<file path="src/rtl/multicycle_ctrl_pkg.sv">
// Shared definitions for the multi-cycle sequencer: state encodings,
// writeback-source codes, the bundle of registered strobes and the helper
// that maps a state to the strobes it drives.
package multicycle_ctrl_pkg;

  typedef enum logic [2:0] {
    CTRL_ST_IDLE   = 3'd0,
    CTRL_ST_FETCH  = 3'd1,
    CTRL_ST_DECODE = 3'd2,
    CTRL_ST_EXEC   = 3'd3,
    CTRL_ST_MEM    = 3'd4,
    CTRL_ST_WB     = 3'd5,
    CTRL_ST_FAULT  = 3'd6
  } ctrl_state_e;

  typedef enum logic [1:0] {
    WB_SEL_ALU = 2'd0,
    WB_SEL_MEM = 2'd1,
    WB_SEL_PC4 = 2'd2
  } wb_sel_e;

  // Every Moore strobe of the controller, registered as one word.
  typedef struct packed {
    logic    imem_req;
    logic    dmem_req;
    logic    dmem_we;
    logic    rf_we;
    wb_sel_e wb_sel;
    logic    pc_write;
    logic    pc_src;
    logic    retire;
    logic    fault;
  } strobes_t;

  // Strobes driven while sitting in state s. The dec_* arguments only matter
  // for MEM and WB, where the decoder outputs are guaranteed stable.
  function automatic strobes_t strobes_for(input ctrl_state_e s,
                                           input logic mem_read,
                                           input logic mem_write,
                                           input logic is_jump,
                                           input logic we);
    strobes_t o;
    o = '0;
    case (s)
      CTRL_ST_FETCH: o.imem_req = 1'b1;
      CTRL_ST_MEM: begin
        o.dmem_req = 1'b1;
        o.dmem_we  = mem_write;
      end
      CTRL_ST_WB: begin
        o.rf_we    = we;
        o.pc_write = 1'b1;
        o.pc_src   = is_jump;
        o.retire   = 1'b1;
        // Jump link value has priority over load data.
        o.wb_sel   = is_jump ? WB_SEL_PC4 : (mem_read ? WB_SEL_MEM : WB_SEL_ALU);
      end
      CTRL_ST_FAULT: o.fault = 1'b1;
      default: ;
    endcase
    return o;
  endfunction

endpackage

</file>
<file path="src/rtl/multicycle_ctrl_if.sv">
// Instruction- and data-memory handshake bundle.
//   imem_req / imem_ready : instruction fetch request and word-valid
//   dmem_req / dmem_we    : data access request and write qualifier
//   dmem_ready            : data access complete
// master = controller side, slave = memory side.
interface multicycle_ctrl_if;
  logic imem_req;
  logic imem_ready;
  logic dmem_req;
  logic dmem_we;
  logic dmem_ready;

  modport master (output imem_req, dmem_req, dmem_we,
                  input  imem_ready, dmem_ready);
  modport slave  (input  imem_req, dmem_req, dmem_we,
                  output imem_ready, dmem_ready);
endinterface

</file>
<file path="src/rtl/multicycle_ctrl_mem_wait_timer.sv">
// mem_wait_timer: 8-bit wait counter shared by the FETCH and MEM states.
//   clk, rst_n : clock and asynchronous active-low reset
//   clr        : force the count to zero (has priority over inc)
//   inc        : add one this cycle
//   tc         : count has reached MEM_TIMEOUT
module mem_wait_timer #(
  parameter int unsigned MEM_TIMEOUT = 15
) (
  input  logic clk,
  input  logic rst_n,
  input  logic clr,
  input  logic inc,
  output logic tc
);

  logic [7:0] cnt;

  // NOTE: sequential state is written with non-blocking assignments only, so
  // every flop samples the pre-edge value of every other flop.
  always_ff @(posedge clk or negedge rst_n) begin
    if (!rst_n)   cnt <= '0;
    else if (clr) cnt <= '0;
    else if (inc) cnt <= cnt + 8'd1;
  end

  // The FSM leaves the waiting state as soon as tc is seen without ready,
  // so the count never runs past MEM_TIMEOUT.
  assign tc = (cnt == 8'(MEM_TIMEOUT));

endmodule

</file>
<file path="src/rtl/multicycle_ctrl.sv">
// multicycle_ctrl: multi-cycle sequencer for the RV32 core.
//   clk, rst_n       : clock, asynchronous active-low reset
//   run              : execute while high, stop at the next instruction boundary
//   mem              : instruction/data memory handshakes (master modport)
//   dec_*            : classification bits from the instruction decoder
//   ir_load          : IR load strobe (FETCH & imem_ready)
//   rf_we, wb_sel    : register-file write strobe and writeback source
//   pc_write, pc_src : PC update strobe and source (0 = PC+4, 1 = jump)
//   retire, instret  : completion pulse and retired-instruction count
//   fault            : sticky memory-timeout fault
//   state            : current FSM state for debug
module multicycle_ctrl
  import multicycle_ctrl_pkg::*;
#(
  parameter int unsigned MEM_TIMEOUT = 15,
  parameter int unsigned CNT_W       = 32
) (
  input  logic                  clk,
  input  logic                  rst_n,
  input  logic                  run,
  multicycle_ctrl_if.master     mem,
  input  logic                  dec_mem_read,
  input  logic                  dec_mem_write,
  input  logic                  dec_is_jump,
  input  logic                  dec_we,
  output logic                  ir_load,
  output logic                  rf_we,
  output logic [1:0]            wb_sel,
  output logic                  pc_write,
  output logic                  pc_src,
  output logic                  retire,
  output logic [CNT_W-1:0]      instret,
  output logic                  fault,
  output logic [2:0]            state
);

  ctrl_state_e st, nxt;
  strobes_t    outs;
  logic        waiting, rdy, tmr_tc;

  // The timer runs only while a request is outstanding; everywhere else it
  // is held clear, so it always reads zero on entry to FETCH or MEM.
  assign waiting = (st == CTRL_ST_FETCH) || (st == CTRL_ST_MEM);
  assign rdy     = (st == CTRL_ST_FETCH) ? mem.imem_ready : mem.dmem_ready;

  mem_wait_timer #(.MEM_TIMEOUT(MEM_TIMEOUT)) u_timer (
    .clk   (clk),
    .rst_n (rst_n),
    .clr   (!waiting || rdy),
    .inc   (waiting && !rdy),
    .tc    (tmr_tc)
  );

  // NOTE: nxt gets a default before the case so no path leaves it unassigned
  // and no latch is inferred.
  always_comb begin
    nxt = st;
    case (st)
      CTRL_ST_IDLE:   if (run) nxt = CTRL_ST_FETCH;
      // Ready is tested first so it wins over a same-cycle timeout.
      CTRL_ST_FETCH:  if (mem.imem_ready) nxt = CTRL_ST_DECODE;
                      else if (tmr_tc)    nxt = CTRL_ST_FAULT;
      CTRL_ST_DECODE: nxt = CTRL_ST_EXEC;
      CTRL_ST_EXEC:   nxt = (dec_mem_read || dec_mem_write) ? CTRL_ST_MEM : CTRL_ST_WB;
      CTRL_ST_MEM:    if (mem.dmem_ready) nxt = CTRL_ST_WB;
                      else if (tmr_tc)    nxt = CTRL_ST_FAULT;
      CTRL_ST_WB:     nxt = run ? CTRL_ST_FETCH : CTRL_ST_IDLE;
      CTRL_ST_FAULT:  nxt = CTRL_ST_FAULT;
      default:        nxt = CTRL_ST_IDLE;  // encoding 7 recovers
    endcase
  end

  // Strobes are registered from the state being entered, so each output is a
  // clean flop that is valid for exactly the cycles spent in that state.
  // NOTE: the async reset clears every control flop, so requests drop the
  // moment rst_n falls rather than at the next edge.
  always_ff @(posedge clk or negedge rst_n) begin
    if (!rst_n) begin
      st      <= CTRL_ST_IDLE;
      outs    <= '0;
      instret <= '0;
    end else begin
      st   <= nxt;
      outs <= strobes_for(nxt, dec_mem_read, dec_mem_write, dec_is_jump, dec_we);
      if (st == CTRL_ST_WB) instret <= instret + CNT_W'(1);
    end
  end

  assign mem.imem_req = outs.imem_req;
  assign mem.dmem_req = outs.dmem_req;
  assign mem.dmem_we  = outs.dmem_we;
  assign rf_we        = outs.rf_we;
  assign wb_sel       = outs.wb_sel;
  assign pc_write     = outs.pc_write;
  assign pc_src       = outs.pc_src;
  assign retire       = outs.retire;
  assign fault        = outs.fault;
  assign state        = st;

  // The only Mealy output: IR captures the word in the cycle it is valid.
  assign ir_load = (st == CTRL_ST_FETCH) && mem.imem_ready;

endmodule
</file>
<file path="src/flat_wrapper.sv">
// flat-port wrapper written by rule: the top's interface ports become plain ports
module multicycle_ctrl_flat import multicycle_ctrl_pkg::*;
#(
  parameter int unsigned MEM_TIMEOUT = 15,
  parameter int unsigned CNT_W       = 32
)
  (clk, rst_n, run, dec_mem_read, dec_mem_write, dec_is_jump, dec_we, ir_load, rf_we, wb_sel, pc_write, pc_src, retire, instret, fault, state, mem_imem_req, mem_dmem_req, mem_dmem_we, mem_imem_ready, mem_dmem_ready);
  multicycle_ctrl_if mem_i ();
  input  logic clk;
  input  logic rst_n;
  input  logic run;
  input  logic dec_mem_read;
  input  logic dec_mem_write;
  input  logic dec_is_jump;
  input  logic dec_we;
  output logic ir_load;
  output logic rf_we;
  output logic [1:0] wb_sel;
  output logic pc_write;
  output logic pc_src;
  output logic retire;
  output logic [CNT_W-1:0] instret;
  output logic fault;
  output logic [2:0] state;
  output wire logic [$bits(mem_i.imem_req)-1:0] mem_imem_req;
  output wire logic [$bits(mem_i.dmem_req)-1:0] mem_dmem_req;
  output wire logic [$bits(mem_i.dmem_we)-1:0] mem_dmem_we;
  input wire logic [$bits(mem_i.imem_ready)-1:0] mem_imem_ready;
  input wire logic [$bits(mem_i.dmem_ready)-1:0] mem_dmem_ready;
  assign mem_imem_req = mem_i.imem_req;
  assign mem_dmem_req = mem_i.dmem_req;
  assign mem_dmem_we = mem_i.dmem_we;
  assign mem_i.imem_ready = mem_imem_ready;
  assign mem_i.dmem_ready = mem_dmem_ready;
  multicycle_ctrl #(.MEM_TIMEOUT(MEM_TIMEOUT), .CNT_W(CNT_W)) u_core (.clk(clk), .rst_n(rst_n), .run(run), .mem(mem_i), .dec_mem_read(dec_mem_read), .dec_mem_write(dec_mem_write), .dec_is_jump(dec_is_jump), .dec_we(dec_we), .ir_load(ir_load), .rf_we(rf_we), .wb_sel(wb_sel), .pc_write(pc_write), .pc_src(pc_src), .retire(retire), .instret(instret), .fault(fault), .state(state));
endmodule
</file>
<file path="config.mk">
export PLATFORM = sky130hd
export DESIGN_NAME = multicycle_ctrl_flat
export DESIGN_NICKNAME = d
export VERILOG_FILES = /design/src/rtl/multicycle_ctrl_pkg.sv /design/src/rtl/multicycle_ctrl_if.sv /design/src/rtl/multicycle_ctrl_mem_wait_timer.sv /design/src/rtl/multicycle_ctrl.sv /design/src/flat_wrapper.sv
export SDC_FILE = /design/constraint.sdc
export NUM_CORES = 1
export LEC_CHECK = 0
export CAP_MARGIN = 10
export CORE_ASPECT_RATIO = 1.5
export CORE_UTILIZATION = 40
export DETAILED_ROUTE_END_ITERATION = 12
export GPL_ROUTABILITY_DRIVEN = 0
export PLACE_DENSITY = 0.73
export SETUP_SLACK_MARGIN = 0.05
export SYNTH_ARGS = -nofsm -noshare
export SYNTH_HDL_FRONTEND = slang
export SYNTH_SLANG_ARGS = --single-unit
</file>
<file path="constraint.sdc">
create_clock -name clk -period 3.8 [get_ports clk]
set_input_delay 0.38 -clock clk [delete_from_list [all_inputs] [get_ports clk]]
set_output_delay 0.38 -clock clk [all_outputs]
set_load 0.01 [all_outputs]
</file>
# Word level (Yosys, flattened, before mapping)
# Cells that the tools add are included.
[classes]
eq_ne = 11
n_lt_le_gt_ge = 0
addsub = 2
n_mux = 16
bitwise_logic = 0
n_reduce_logical = 9
mul = 0
shifts = 0
div_mod_pow = 0
[op_table]
columns = ["operator", "n"]
rows = [
  ["$add A32 B1 Y32 const B", 1],
  ["$pmux W3 S7", 1],
  ["$eq A3 B3 Y1 const B", 6],
  ["$mux W8", 2],
  ["$mux W3", 4],
  ["$add A8 B1 Y8 const B", 1],
  ["$eq A8 B4 Y1 const B", 1],
  ["$eq A3 B1 Y1 const B", 2],
  ["$eq A3 B2 Y1 const B", 2],
  ["$mux W1", 6],
  ["$mux W6", 1],
  ["$mux W2", 2],
  ["$logic_not A3 Y1", 1],
  ["$logic_or A1 B1 Y1", 3],
  ["$logic_and A1 B1 Y1", 2],
  ["$logic_not A1 Y1", 2],
  ["$reduce_bool A2 Y1", 1],
]
[word_totals]
romBits = 0
n_memories = 0
mem_bits_rw = 0
register_bits = 53
latchBits = 0
in_bits = 9

# Logic depth before layout (Yosys ltp)
[logic_depth]
depth_word = 6
ltp_mapped = 6
ltp_nobuf = 5

# Hierarchy
# A second synthesis with hierarchy kept.
[hier_totals]
hier_cells = 208
area_unflattened_um2 = 2376.0
[modules_own_cells]
columns = ["module", "instances", "cells_per_inst", "area_each_um2", "seq_area_each_um2"]
rows = [
  ["multicycle_ctrl", 1, 169, 1981.9, 1076.0],
  ["mem_wait_timer", 1, 39, 394.1, 200.2],
]

# Worst setup path after synthesis
# OpenSTA, ideal clock, no wires.
[synth_path]
path_type = "flip-flop to flip-flop"
start = "reg u_core.u_timer.cnt[0]"
end = "reg u_core.outs, in the netlist u_core.mem.imem_req"
stages_incl_launch_ff = 7
period_less_slack_ns = 1.642
arrival_ns = 1.575
path_slack_ns = 2.158
cell_sequence = "dfrtp_1 > ha_1 > and3_1 > clkbuf_1 > a2111o_1 > o211ai_2 > o2111a_1"
[synth_via]
elab_chain_cells = 6
word_cells_on_any_way = 7
classes_between = "2 x eq/ne; 5 x mux"
[synth_rtl]
columns = ["element", "line", "source"]
rows = [
  ["from (decl)", "multicycle_ctrl_mem_wait_timer.sv:16", "logic [7:0] cnt;"],
  ["from (signal assigned)", "multicycle_ctrl_mem_wait_timer.sv:23", "else if (inc) cnt <= cnt + 8'd1;"],
  ["$eq A8 B4 Y1 *", "multicycle_ctrl_mem_wait_timer.sv:28", "assign tc = (cnt == 8'(MEM_TIMEOUT));"],
  ["$mux W3 *", "multicycle_ctrl.sv:62, multicycle_ctrl.sv:66", ""],
  ["$mux W3, on equally long branches", "multicycle_ctrl.sv:65, multicycle_ctrl.sv:61", ""],
  ["$pmux W3 S7 *", "multicycle_ctrl.sv:58", "case (st)"],
  ["named net u_core.nxt[0]", "multicycle_ctrl.sv:37", "ctrl_state_e st, nxt;"],
  ["$eq A3 B1 Y1 *", "multicycle_ctrl_pkg.sv:44", "case (s)"],
  ["$mux W1 *", "multicycle_ctrl_pkg.sv:44", ""],
  ["to (signal assigned)", "multicycle_ctrl.sv:84", "outs <= strobes_for(nxt, dec_mem_read, dec_mem_write, dec_is_jump, dec_we);"],
  ["to (decl)", "multicycle_ctrl.sv:38", "strobes_t outs;"],
]
# The timed path passes the listed nets; every way through them passes the cells marked *.
# A chain may end at the register's enable or synchronous reset.

# Final worst setup path
[layout_path]
start = "reg u_core.st[0], in the netlist u_core.state[0]"
end = "out ir_load"
[layout_via]
elab_chain_cells = 2
[layout_rtl]
columns = ["element", "line", "source"]
rows = [
  ["from (decl)", "multicycle_ctrl.sv:37", ""],
  ["from (signal assigned)", "multicycle_ctrl.sv:83", "st <= nxt;"],
  ["$eq A3 B1 Y1", "multicycle_ctrl.sv:101", "assign ir_load = (st == CTRL_ST_FETCH) && mem.imem_ready;"],
  ["$logic_and A1 B1 Y1", "multicycle_ctrl.sv:101", ""],
  ["to (decl)", "flat_wrapper.sv:16", "output logic ir_load;"],
]
# No other way between the ends.

==> reports/results.ini <==
[placement]
io_buffer_count = 54
place_ws_ns = 1.71
dp_hpwl_um = 3400

[routing]
finalWirelength_um = 4700
num_vias = 1702
drtPass1Iterations = 4
via_per_inst = 5.10
drc = 0
final_antenna_net_count = 0
drt_first_iter_violations = 75
wire_per_inst_um = 14.1

[floorplanning]
die-area_mm2 = 0.00625
rows = 34
initial_core_util_pct = 41.3
ios = 55
core_mm2 = 0.00574
die_x_um = 64.9
die_y_um = 96.3

[global_route]
grt_pass1_vias = 1641
antenna_found_initial = 0
grt_usage_pct = 16.7
grt_pass1_wl_um = 7890
gr-total-overflow = 0
grt_max_degree = 52

[cells_and_area]
layout_common_cells = clkdlybuf4s50_1, dfrtp_1, xnor2_1
diodes = 0
layout_commonest_cell = clkdlybuf4s50_1
final_nets = 272
drive_above_1_share_pct = 8.02
syn2layout_area_growth_pct = 28.9

[worst_setup_path]
cpMaxStageDelayCell = dfrtp_1
reg2reg_to = u_core.instret[12]
worstPathCellList = and4bb_2, clkdlybuf4s50_1
end_kind = output pin
reg2reg_slack_ns = 1.77
startpoint_type = flop
cpPeakStageDelay_ns = 0.61
path_max_fanout = 13
critical_path_class = reg -> out
worstPathRequired_ns = 3.42
r2r-start = u_core.state[1]
reg2reg_depth = 4
cp.arrival_ns = 1.79

[timing]
fin_skew_ns = 0.00957
layout_min_cycle_time_ns = 2.17
fmax_mhz = 461
finalCritPeriodShare_pct = 57.0
hold_viol = 0
relSlewSlack_pct = 47.7
finalSetupTns_ns = 0
rsz0062_at_grt = no
setup-violations-final = 0
setup_slack_ns = 1.63
worst_pin_slew_ns = 0.780
slew_violations = 0

[clock_network]
ctsLongestPathBuffers = 2
clock-sinks = 51
ctsHoldBuffers = 0
cts_tree = done
root_buffer = clkbuf_8
cts_resized = 0
numCtsBuffers = 5
htreeDepth = 2
cts_setup_buffers = 0
clock_latency_ns = 0.31
cts.clk_slew.worst_paths_ns = 0.10

[yosys]
synth-seq-area-share_pct = 53.8
synth_cells = 208
synth_ff_type = dfrtp_1
ys_ff_latch = 51
synth-edff-count = 0
syn-num-nets = 219
syn_area_per_cell_um2 = 11.4
synthArstFlopShare_pct = 100
synth_cell_types = 38
syn_area_mm2 = 0.00237
yosysWarnings = 0

[pwr]
max-vdd-ir-drop_v = 0.000257
p_per_area_mw_per_mm2 = 439
p_leak_uw = 0.00129

[run]
maxCapViolations = 0

[status]
status = finished, final reports clean

[min_path]
min_path_type = in -> async

stage by stage:
| step | power, uW | util, % | hold slack, ns | instance area [um2] | instances |
|---|---|---|---|---|---|
| final | 1350 | 53.3 | 0.0167 | 3060 | 334 |
| after global routing | 1430 | 53.3 | 0.0429 | 3060 | 334 |
| after CTS | 1360 | 52.9 | 0.332 | 3040 | 333 |
| after detailed placement | 1040 | 51.3 | 0.452 | 2950 | 325 |
| after global placement | 1030 | 51.3 | 0.446 | 2950 | 325 |
| after floorplan | 886 | - | 0.0844 | 2370 | 208 |
flip-flops by register name, indices dropped and copies added, names as in the netlist:
signal               count
u_core.mem.imem_req      1
u_core.mem.dmem_req      1
u_core.pc_write          1
u_core.wb_sel            1
u_core.state             3
u_core.pc_src            1
u_core.rf_we             1
u_core.mem.dmem_we       1
u_core.instret          32
u_core.fault             1
u_core.u_timer.cnt       8
worst max-delay path: cells and delay by family, from the launching register on:
| kind | cells | cell delay (ns) |
|---|---|---|
| buffers and inverters | 1 | 0.54 |
| and+or+nand+nor | 1 | 0.33 |
| DFF | 1 | 0.61 |
kinds of logic after synthesis:
| logic type | synth area share (%) |
|---|---|
| simple gates | 23.7 |
| fa+ha+maj | 1.05 |
| mux | 0.949 |
| buf+inv | 2.79 |
| compound gates | 4.06 |
| flops | 53.8 |
| xor+xnor | 13.7 |
synthesized netlist by cell type, drive strengths merged (3+ instances only):
cell type / instances / share of area, %
nand4: 10 / 2.6
clkbuf: 3 / 0.47
a21oi: 4 / 0.84
and3: 4 / 1.1
xor2: 5 / 1.8
inv: 4 / 0.63
nor2: 15 / 2.4
xnor2: 32 / 12
nor2b: 4 / 1.1
nor3: 5 / 1.3
nor4: 3 / 2.7
nand3: 19 / 4.0
nand2b: 3 / 0.79
nand2: 15 / 2.4
dfrtp: 51 / 54
and4: 3 / 1.1
buf: 6 / 1.7
power by group:
group,switching [uW],internal [uW],total [uW]
combinational,165,183,348
clock,189,132,321
sequential,82.5,594,676
total,437,908,1350
worst max-delay path by stage:
stage,from,endpoint,depth (start not counted)
after global routing,u_core.state[0],u_core.instret[12],4
after detailed placement,mem_imem_ready,ir_load,3
after CTS,u_core.state[0],ir_load,2
after floorplan,u_core.u_timer.cnt[0],u_core.mem.imem_req,6
after global placement,mem_imem_ready,ir_load,3
final,u_core.state[0],ir_load,2
per-layer routing:
layer  GRT usage (%)  share of wire, %  up-vias
met5               0                 0        -
met4            6.67               1.7        0
met3            2.96               3.6        7
met2            29.9                52       44
met1            19.4                42      823
li1                -                 -      828
final cells by class:
cell class | count | area, um2
flip-flops and latches | 51 | 1280
inverters | 4 | 15.0
well taps | 72 | 90.1
fillers | 510 | 2680
repair buffers | 55 | 556
multi-input cells | 144 | 1030
clock inverters | 3 | 23.8
clock buffers | 5 | 68.8
No activity file was read; power rests on OpenSTA's default activity.
